===== src/rtl/keccak_round_ctrl.sv =====
// keccak_round_ctrl: sequencer for the Keccak-f[1600] step datapath.
// Latches the sponge mode and drives registered rate/capacity/suffix
// outputs, issues single-cycle ZERO_STEP clears, and walks the step unit
// through THETA, RHO, PI, CHI, IOTA for NUM_ROUNDS rounds.
// Build option: define KECCAK_FUSED_RHO_PI_EN to drop PI_STEP. RHO_STEP
// then tells the datapath to do rho and pi in the same cycle, so each
// round takes four cycles instead of five.
module keccak_round_ctrl #(
    parameter int NUM_ROUNDS = 24,
    parameter int RI_W       = 5
) (
    input  logic            clk,
    input  logic            rst,
    input  logic            mode_valid,
    input  logic [1:0]      mode,
    output logic            mode_ready,
    input  logic            zero_req,
    input  logic            perm_req,
    output logic            perm_ack,
    input  logic            abort,
    output logic [2:0]      step_sel,
    output logic [RI_W-1:0] round_idx,
    output logic            busy,
    output logic            perm_done,
    output logic [10:0]     rate,
    output logic [10:0]     capacity,
    output logic [7:0]      suffix,
    output logic [2:0]      suffix_len
);

    // Step codes seen by the datapath.
    localparam logic [2:0] IDLE_STEP  = 3'd0;
    localparam logic [2:0] THETA_STEP = 3'd1;
    localparam logic [2:0] RHO_STEP   = 3'd2;
    localparam logic [2:0] PI_STEP    = 3'd3;
    localparam logic [2:0] CHI_STEP   = 3'd4;
    localparam logic [2:0] IOTA_STEP  = 3'd5;
    localparam logic [2:0] ZERO_STEP  = 3'd6;

    // Controller states.
    localparam logic [1:0] S_IDLE = 2'd0;
    localparam logic [1:0] S_ZERO = 2'd1;
    localparam logic [1:0] S_RUN  = 2'd2;
    localparam logic [1:0] S_DONE = 2'd3;

    // keccak_mode encoding.
    localparam logic [1:0] SHA3_256 = 2'd0;
    localparam logic [1:0] SHA3_512 = 2'd1;
    localparam logic [1:0] SHAKE128 = 2'd2;
    localparam logic [1:0] SHAKE256 = 2'd3;

    localparam logic [RI_W-1:0] LAST_ROUND = RI_W'(NUM_ROUNDS - 1);

    logic [1:0]      state;
    logic [2:0]      step;
    logic [RI_W-1:0] round;
    logic            in_idle;

    // Successor of a non-final step inside one round.
    function automatic logic [2:0] next_step(input logic [2:0] cur);
        logic [2:0] nxt;
        nxt = THETA_STEP;
        case (cur)
            THETA_STEP: nxt = RHO_STEP;
`ifdef KECCAK_FUSED_RHO_PI_EN
            RHO_STEP:   nxt = CHI_STEP;
`else
            RHO_STEP:   nxt = PI_STEP;
`endif
            PI_STEP:    nxt = CHI_STEP;
            CHI_STEP:   nxt = IOTA_STEP;
            default:    nxt = THETA_STEP;
        endcase
        return nxt;
    endfunction

    assign in_idle = (state == S_IDLE);

    // Handshake and status outputs decode straight from the state so that
    // an asynchronous reset forces them to their idle values immediately.
    assign mode_ready = in_idle;
    assign perm_ack   = in_idle && perm_req && !zero_req;
    assign busy       = (state == S_ZERO) || (state == S_RUN);
    assign perm_done  = (state == S_DONE);
    assign round_idx  = (state == S_RUN) ? round : '0;

    // Step select: the live step only in RUN, a clear in ZERO, idle otherwise.
    always_comb begin
        // NOTE: every combinational output gets a default first so no path
        // leaves it unassigned and no latch is inferred.
        step_sel = IDLE_STEP;
        if (state == S_RUN)       step_sel = step;
        else if (state == S_ZERO) step_sel = ZERO_STEP;
    end

    // Controller FSM with round and step tracking.
    always_ff @(posedge clk or posedge rst) begin
        // NOTE: sequential state uses non-blocking assignments so all
        // registers update together from pre-edge values.
        if (rst) begin
            state <= S_IDLE;
            step  <= THETA_STEP;
            round <= '0;
        end else begin
            case (state)
                S_IDLE: begin
                    if (zero_req) begin
                        // A clear wins; a concurrent perm_req stays pending.
                        state <= S_ZERO;
                    end else if (perm_req) begin
                        state <= S_RUN;
                        step  <= THETA_STEP;
                        round <= '0;
                    end
                end
                S_ZERO: state <= S_IDLE;
                S_RUN: begin
                    if (abort) begin
                        state <= S_IDLE;
                    end else if (step == IOTA_STEP) begin
                        if (round == LAST_ROUND) begin
                            state <= S_DONE;
                        end else begin
                            round <= round + RI_W'(1);
                            step  <= THETA_STEP;
                        end
                    end else begin
                        step <= next_step(step);
                    end
                end
                default: state <= S_IDLE;
            endcase
        end
    end

    // Mode latch and registered configuration decode; only accepted in IDLE.
    always_ff @(posedge clk or posedge rst) begin
        if (rst) begin
            rate       <= 11'd1088;
            capacity   <= 11'd512;
            suffix     <= 8'h06;
            suffix_len <= 3'd2;
        end else if (mode_valid && in_idle) begin
            case (mode)
                SHA3_256: begin
                    rate <= 11'd1088; capacity <= 11'd512;
                    suffix <= 8'h06;  suffix_len <= 3'd2;
                end
                SHA3_512: begin
                    rate <= 11'd576;  capacity <= 11'd1024;
                    suffix <= 8'h06;  suffix_len <= 3'd2;
                end
                SHAKE128: begin
                    rate <= 11'd1344; capacity <= 11'd256;
                    suffix <= 8'h1F;  suffix_len <= 3'd4;
                end
                SHAKE256: begin
                    rate <= 11'd1088; capacity <= 11'd512;
                    suffix <= 8'h1F;  suffix_len <= 3'd4;
                end
                default: begin
                    rate <= 11'd1088; capacity <= 11'd512;
                    suffix <= 8'h06;  suffix_len <= 3'd2;
                end
            endcase
        end
    end

endmodule

===== config.mk =====
export PLATFORM = sky130hd
export DESIGN_NAME = keccak_round_ctrl
export DESIGN_NICKNAME = d
export VERILOG_FILES = /design/src/rtl/keccak_round_ctrl.sv
export SDC_FILE = /design/constraint.sdc
export NUM_CORES = 1
export LEC_CHECK = 0
export CELL_PAD_IN_SITES_DETAIL_PLACEMENT = 0
export CELL_PAD_IN_SITES_GLOBAL_PLACEMENT = 1
export CORE_UTILIZATION = 27
export CTS_CLUSTER_DIAMETER = 120
export DETAILED_ROUTE_END_ITERATION = 7
export PLACE_DENSITY_LB_ADDON = 0.05
export SLEW_MARGIN = 25
export SYNTH_ARGS = -nofsm -noshare
export SYNTH_HDL_FRONTEND = slang
export SYNTH_SLANG_ARGS = --single-unit

===== constraint.sdc =====
create_clock -name clk -period 1.5 [get_ports clk]
set_input_delay 0.3 -clock clk [delete_from_list [all_inputs] [get_ports clk]]
set_output_delay 0.3 -clock clk [all_outputs]
set_load 0.02 [all_outputs]

; Word level (Yosys, flattened, before mapping)
; Index checks and enable logic that the tools add are counted.
[totals]
reg_bits = 43
latchBits = 0
ram_bits = 0
mem_bits_ro = 0
input_bits = 8
out_inout_bits = 45
elab_cells = 69
mem_count = 0
[op_classes]
add_sub_neg = 1
mul = 0
div = 0
magnitude_cmp = 0
eq_ne = 21
n_shift = 0
n_mux = 26
n_bitwise = 0
reduce_logical = 14
[op_table]
columns = op, count
row1 = $pmux 11 s3, 2
row2 = $mux 5, 6
row3 = $mux 3, 7
row4 = $pmux 8 s2, 1
row5 = $pmux 3 s2, 2
row6 = $pmux 3 s4, 1
row7 = $mux 2, 5
row8 = $pmux 5 s2, 1
row9 = $eq 2x2->1 const B, 4
row10 = $ne 2x2->1 const B, 4
row11 = $eq 3x2->1 const B, 2
row12 = $eq 3x3->1 const B, 2
row13 = $ne 3x2->1 const B, 2
row14 = $ne 3x3->1 const B, 2
row15 = $reduce_and 6->1, 1
row16 = $reduce_or 2->1, 3
row17 = $add 5x1->5 const B, 1
row18 = $eq 5x5->1 const B, 1
row19 = $reduce_and 5->1, 1
row20 = $eq 2x1->1 const B, 2
row21 = $logic_not 2->1, 2
row22 = $pmux 2 s2, 1
row23 = $eq 3x1->1 const B, 1
row24 = $logic_and 1x1->1, 3
row25 = other kinds (5), 5

; Depth between registers and ports, before layout
[logic_depth]
word_depth = 5
mapped_depth = 7
mapped_depth_nobuf = 6

; Worst setup path before layout
; OpenSTA, ideal clock, no wires.
[synth_timing]
path_kind = flip-flop to flip-flop
startpoint = register state[0]
endpoint = register round[0]
setup_time_ns = 0.125
arrival_time_ns = 1.646
path_slack_ns = -0.271
stages_incl_launch_ff = 8
path_buffers = 1
synth_period_minus_slack_ns = 1.771
path_cell_list = dfrtp_1 inv_1 ha_1 buf_6 nand2b_1 a22o_4 a21o_1 mux2_2
[synth_between]
elab_chain_len = 3
[synth_lines]
columns = item, line_no
row1 = start: declaration, 54  ; logic [1:0] state;
row2 = start signal: assignment, 101  ; state <= S_IDLE;
row3 = start signal: assignment, 109  ; state <= S_ZERO;
row4 = start signal: assignment, 111  ; state <= S_RUN;
row5 = $logic_not 2->1 *, -
row6 = via mode_ready, 16  ; output logic mode_ready,
row7 = $ne 2x2->1 (no source line) or $reduce_bool 2->1 (tied branches), -
row8 = $reduce_and 6->1 (no source line), -
row9 = end signal: assignment, 124  ; round <= round + RI_W'(1);
row10 = end: declaration, 56  ; logic [RI_W-1:0] round;
; Mark *: on every way through the listed nets, which the timed path passes. The rest lies on a longest branch.
; A chain may end at the register's enable or synchronous reset.

; Final worst setup path
[layout_timing]
startpoint = register state[1]
endpoint = register round[0]
[layout_between]
elab_chain_len = 3
[layout_lines]
columns = item, line_no
row1 = $eq 2x2->1 or $logic_not 2->1 (tied branches), 105  ; case (state)
row2 = "$ne 2x2->1 (no source line), or another cell as far along", -
row3 = $reduce_and 6->1 (no source line), -
; Several ways; a longest one is shown, not always the timed one.

==> summary.txt <==
Synth
  – Post-synth top area cell: dfrtp_1
  – Area share of the largest cell type after synthesis: roughly a quarter
  – Compound-Gate Fraction of Synth Area: 14.17%
  – Largest family of logic cells by synthesized area: buffers and inverters
  – Synth Area in XOR/XNOR: 0%
  – Yosys cell types: 36
  – Post-synth EDFFs: 0
  – Adder-cell share of the synthesized area: 8.155%
  – Simple-gate share of the synthesized area: 19.47%
  – Most common cell in the synthesized netlist: buf_4
  – Largest cells by area after synthesis: dfrtp_1 (24%), buf_4 (17%), dfstp_2 (8.6%)
  – Commonest cells in the netlist: buf_4 (27), dfrtp_1 (12), nand2_1 (10), ha_1 (8), inv_1 (7)
  – Synth warn: 0
  – Post-synthesis mux area share: between 3 and 4%
  – Register area share after synthesis: 33.03%
  – Synth Instances: 131
  – Number of synthesized register bits: 16
  – Synth Flop Type: dfrtp_1
  – Mean Syn Cell Area: approximately 9.4 um^2
  – Ys async rst share: 100.0%
  – Post-Syn Area: 1227 um^2

Run status
  – Failing checks: negative setup slack
  – Status: finished, violations left

Clocking
  – TritonCTS buffer count: 3
  – Insertion delay to the later sink of the worst-skew pair: ~250 ps
  – H-tree depth: 1
  – Clock transition at path regs: approximately 70 ps
  – Clk buf depth: 2
  – TritonCTS Sinks: 16
  – CTS Root Cell: clkbuf_8
  – Post-CTS Hold Fix Bufs: 0
  – CTS tree: done

Cells and area
  – Layout Cells excl Fill: between 200 and 250
  – Fill count: 430
  – ANT cells: 0
  – Area grow syn2layout: 62.18%
  – Share of layout cells above drive strength 1: between 50% and 60%
  – Core Util, Final: 45.72%
  – Final Net Count: around 210

Timing
  – Clock skew: 1.025 ps
  – Max Fclk: 0.5967 GHz
  – Final hold violation count: 0
  – Final setup fails: 15
  – Max-slew violation count: 0
  – Final period util: 111.7%
  – Final min period: 1676 ps
  – Unrepaired setup endpoints after global routing: yes
  – Final WS setup: -175.8 ps

Place
  – Final GP Congestion: approximately 0.73
  – Detailed placement HPWL: approximately 2100 um
  – Inst Count DP: ~230
  – PortBufs: 30

Global route
  – First-pass GRT wire length: 4774 um
  – GRT Util Overall: between 10% and 20%
  – Initial antenna violation count: 0
  – Largest net degree at the start of global routing: 17
  – Total gr overflow: 0
  – Vias in the first global route: 1065

Die
  – Starting Density: approximately 28%
  – I/O pin cnt: 53
  – DIE WIDTH: slightly below 70 um
  – Placeable Area: 4354 um^2
  – Row count: 24
  – Die Area: roughly 4800 um^2
  – Die Span Y: between 60 and 70 um

Worst setup path
  – Critical Path AT: 1810 ps
  – Crit path largest cell delay: 430 ps
  – CP Max Fanout: 6
  – Reg2reg setup slack: -180 ps
  – Reg2reg path depth: 6
  – Critical path type: reg2reg
  – Critical path's slowest cell: dfrtp_1
  – Crit start category: flop
  – Critical path buffers and inverters: 1
  – CP Capture Type: flop
  – Required time worst endpoint: roughly 1600 ps
  – Worst R2R Start: state[1]
  – Worst path top cell family by delay: flip-flops
  – Crit path cell chain: ha_4 -> buf_6 -> nand2b_4 -> a22o_4 -> a21o_1 -> mux2_4
  – Reg2reg end: round[0]

Power
  – Clk network pwr share: 11.7%
  – Seq pwr share: roughly a fifth
  – Worst vdd rail ir drop: 563.9 uV
  – Pwr per Cell Area: 1679 nW/um^2
  – Gate power share: 68.1%
  – NetSw: 1.357 mW
  – Sw Ratio: 40.61%
  – Int Pwr: approximately 2.0 mW
  – LEAKAGE: 1.000 nW

Route
  – Routed Antenna Nets: 0
  – DR vias: 1096
  – Vias/cell: 4.455
  – Pre-antenna DRT Iters: 4
  – Final wirelength: 3054 um
  – Number of DRC markers in iteration 0: 17
  – Number of remaining DRC errors: 0
  – Average routed wire per standard cell: 12.41 um

Job
  – # Max-Cap Violations: 0

Hold path
  – Worst Hold Class: in2async
repair_timing:
action | 4_1_cts | 5_1_grt
resized for setup | 104 | 24
endpoints found under the setup margin | 35 | 26
setup buffers | 11 | 2
endpoints found under the hold margin | 0 | 0
pin swaps | 11 | 9
sequential cells by signal (all words and copies together) (netlist names):
| signal | count |
|---|---|
| suffix_len | 1 |
| step | 3 |
| round | 5 |
| capacity | 2 |
| rate | 2 |
| suffix | 1 |
| state | 2 |
metal layers:
layer | global-route usage [%] | wire (um)
met4 | 4.082 | 30
met2 | 22.22 | 1572
met5 | 0 | 0
met1 | 14.86 | 1326
met3 | 2.326 | 125
area by class of cell:
cell class | instances | area [um^2] | share of cell area (%)
flip-flops and latches | 16 | 405.4 | 20.36
clock buffers | 4 | 55.05 | 2.766
inverters | 7 | 26.28 | 1.320
repair buffers | 69 | 618.1 | 31.05
multi-input cells | 98 | 820.8 | 41.23
well taps | 52 | 65.06 | 3.268
how the worst max path moves through the flow:
stage	endpoint	depth (start not counted)	startpoint	slack [ps]
after floorplan	round[0]	7	state[1]	-100
after global placement	perm_ack	4	zero_req	-350
after detailed placement	perm_ack	4	zero_req	-390
after CTS	round[0]	6	state[1]	-190
after global routing	round[0]	6	state[1]	-230
final	round[0]	6	state[1]	-180
stage by stage:
step	hold slack, ps	total power [mW]	setup slack, ps	TNS, ps	cell area, um^2
floorplan	210.9	1.826	-99.97	-160.1	1325
global placement	506.1	2.439	-348.9	-5931	1655
detailed placement	511.1	2.446	-386.4	-6501	1655
CTS	359.4	3.155	-194.3	-1464	1872
global route	394.6	3.544	-228.5	-2313	1991
finish	355.6	3.343	-175.8	-1286	1991
placed cells by master, fill, tap and decap left out, types with 3 or more instances in the layout:
cell type,netlist,layout
ha_4,0,3
a21oi_1,6,4
a31oi_1,5,5
nand2_2,0,5
buf_6,2,19
clkbuf_8,0,4
buf_4,27,31
dlygate4sd2_1,0,11
clkdlybuf4s50_1,0,7
inv_1,7,5
ha_1,8,4
nand2b_4,0,3
dfstp_2,4,4
nand2b_1,5,3
dfrtp_1,12,12
nand2_1,10,4
conb_1,2,22
and2_4,0,4
power groups by stage:
| stage | combinational [mW] | clock, mW | sequential, mW |
|---|---|---|---|
| after floorplan | 1.05 | 0 | 0.779 |
| after global placement | 1.76 | 0 | 0.677 |
| after detailed placement | 1.76 | 0 | 0.681 |
| after CTS | 2.07 | 0.409 | 0.676 |
| after global routing | 2.42 | 0.427 | 0.696 |
| final | 2.28 | 0.392 | 0.675 |
worst register-to-register path, cell delays in order, from the launching register on:
cell	delay, ps
dfrtp_1	430
ha_4	210
buf_6	130
nand2b_4	140
a22o_4	230
a21o_1	170
mux2_4	260
cells by family after synthesis:
group / after synthesis
other: 2
AOI/OAI and AO/OA: 23
adders and majority gates: 8
and+or+nand+nor: 41
muxes: 4
DFF: 16
buffers and inverters: 37
No activity file was read; power rests on OpenSTA's default activity.
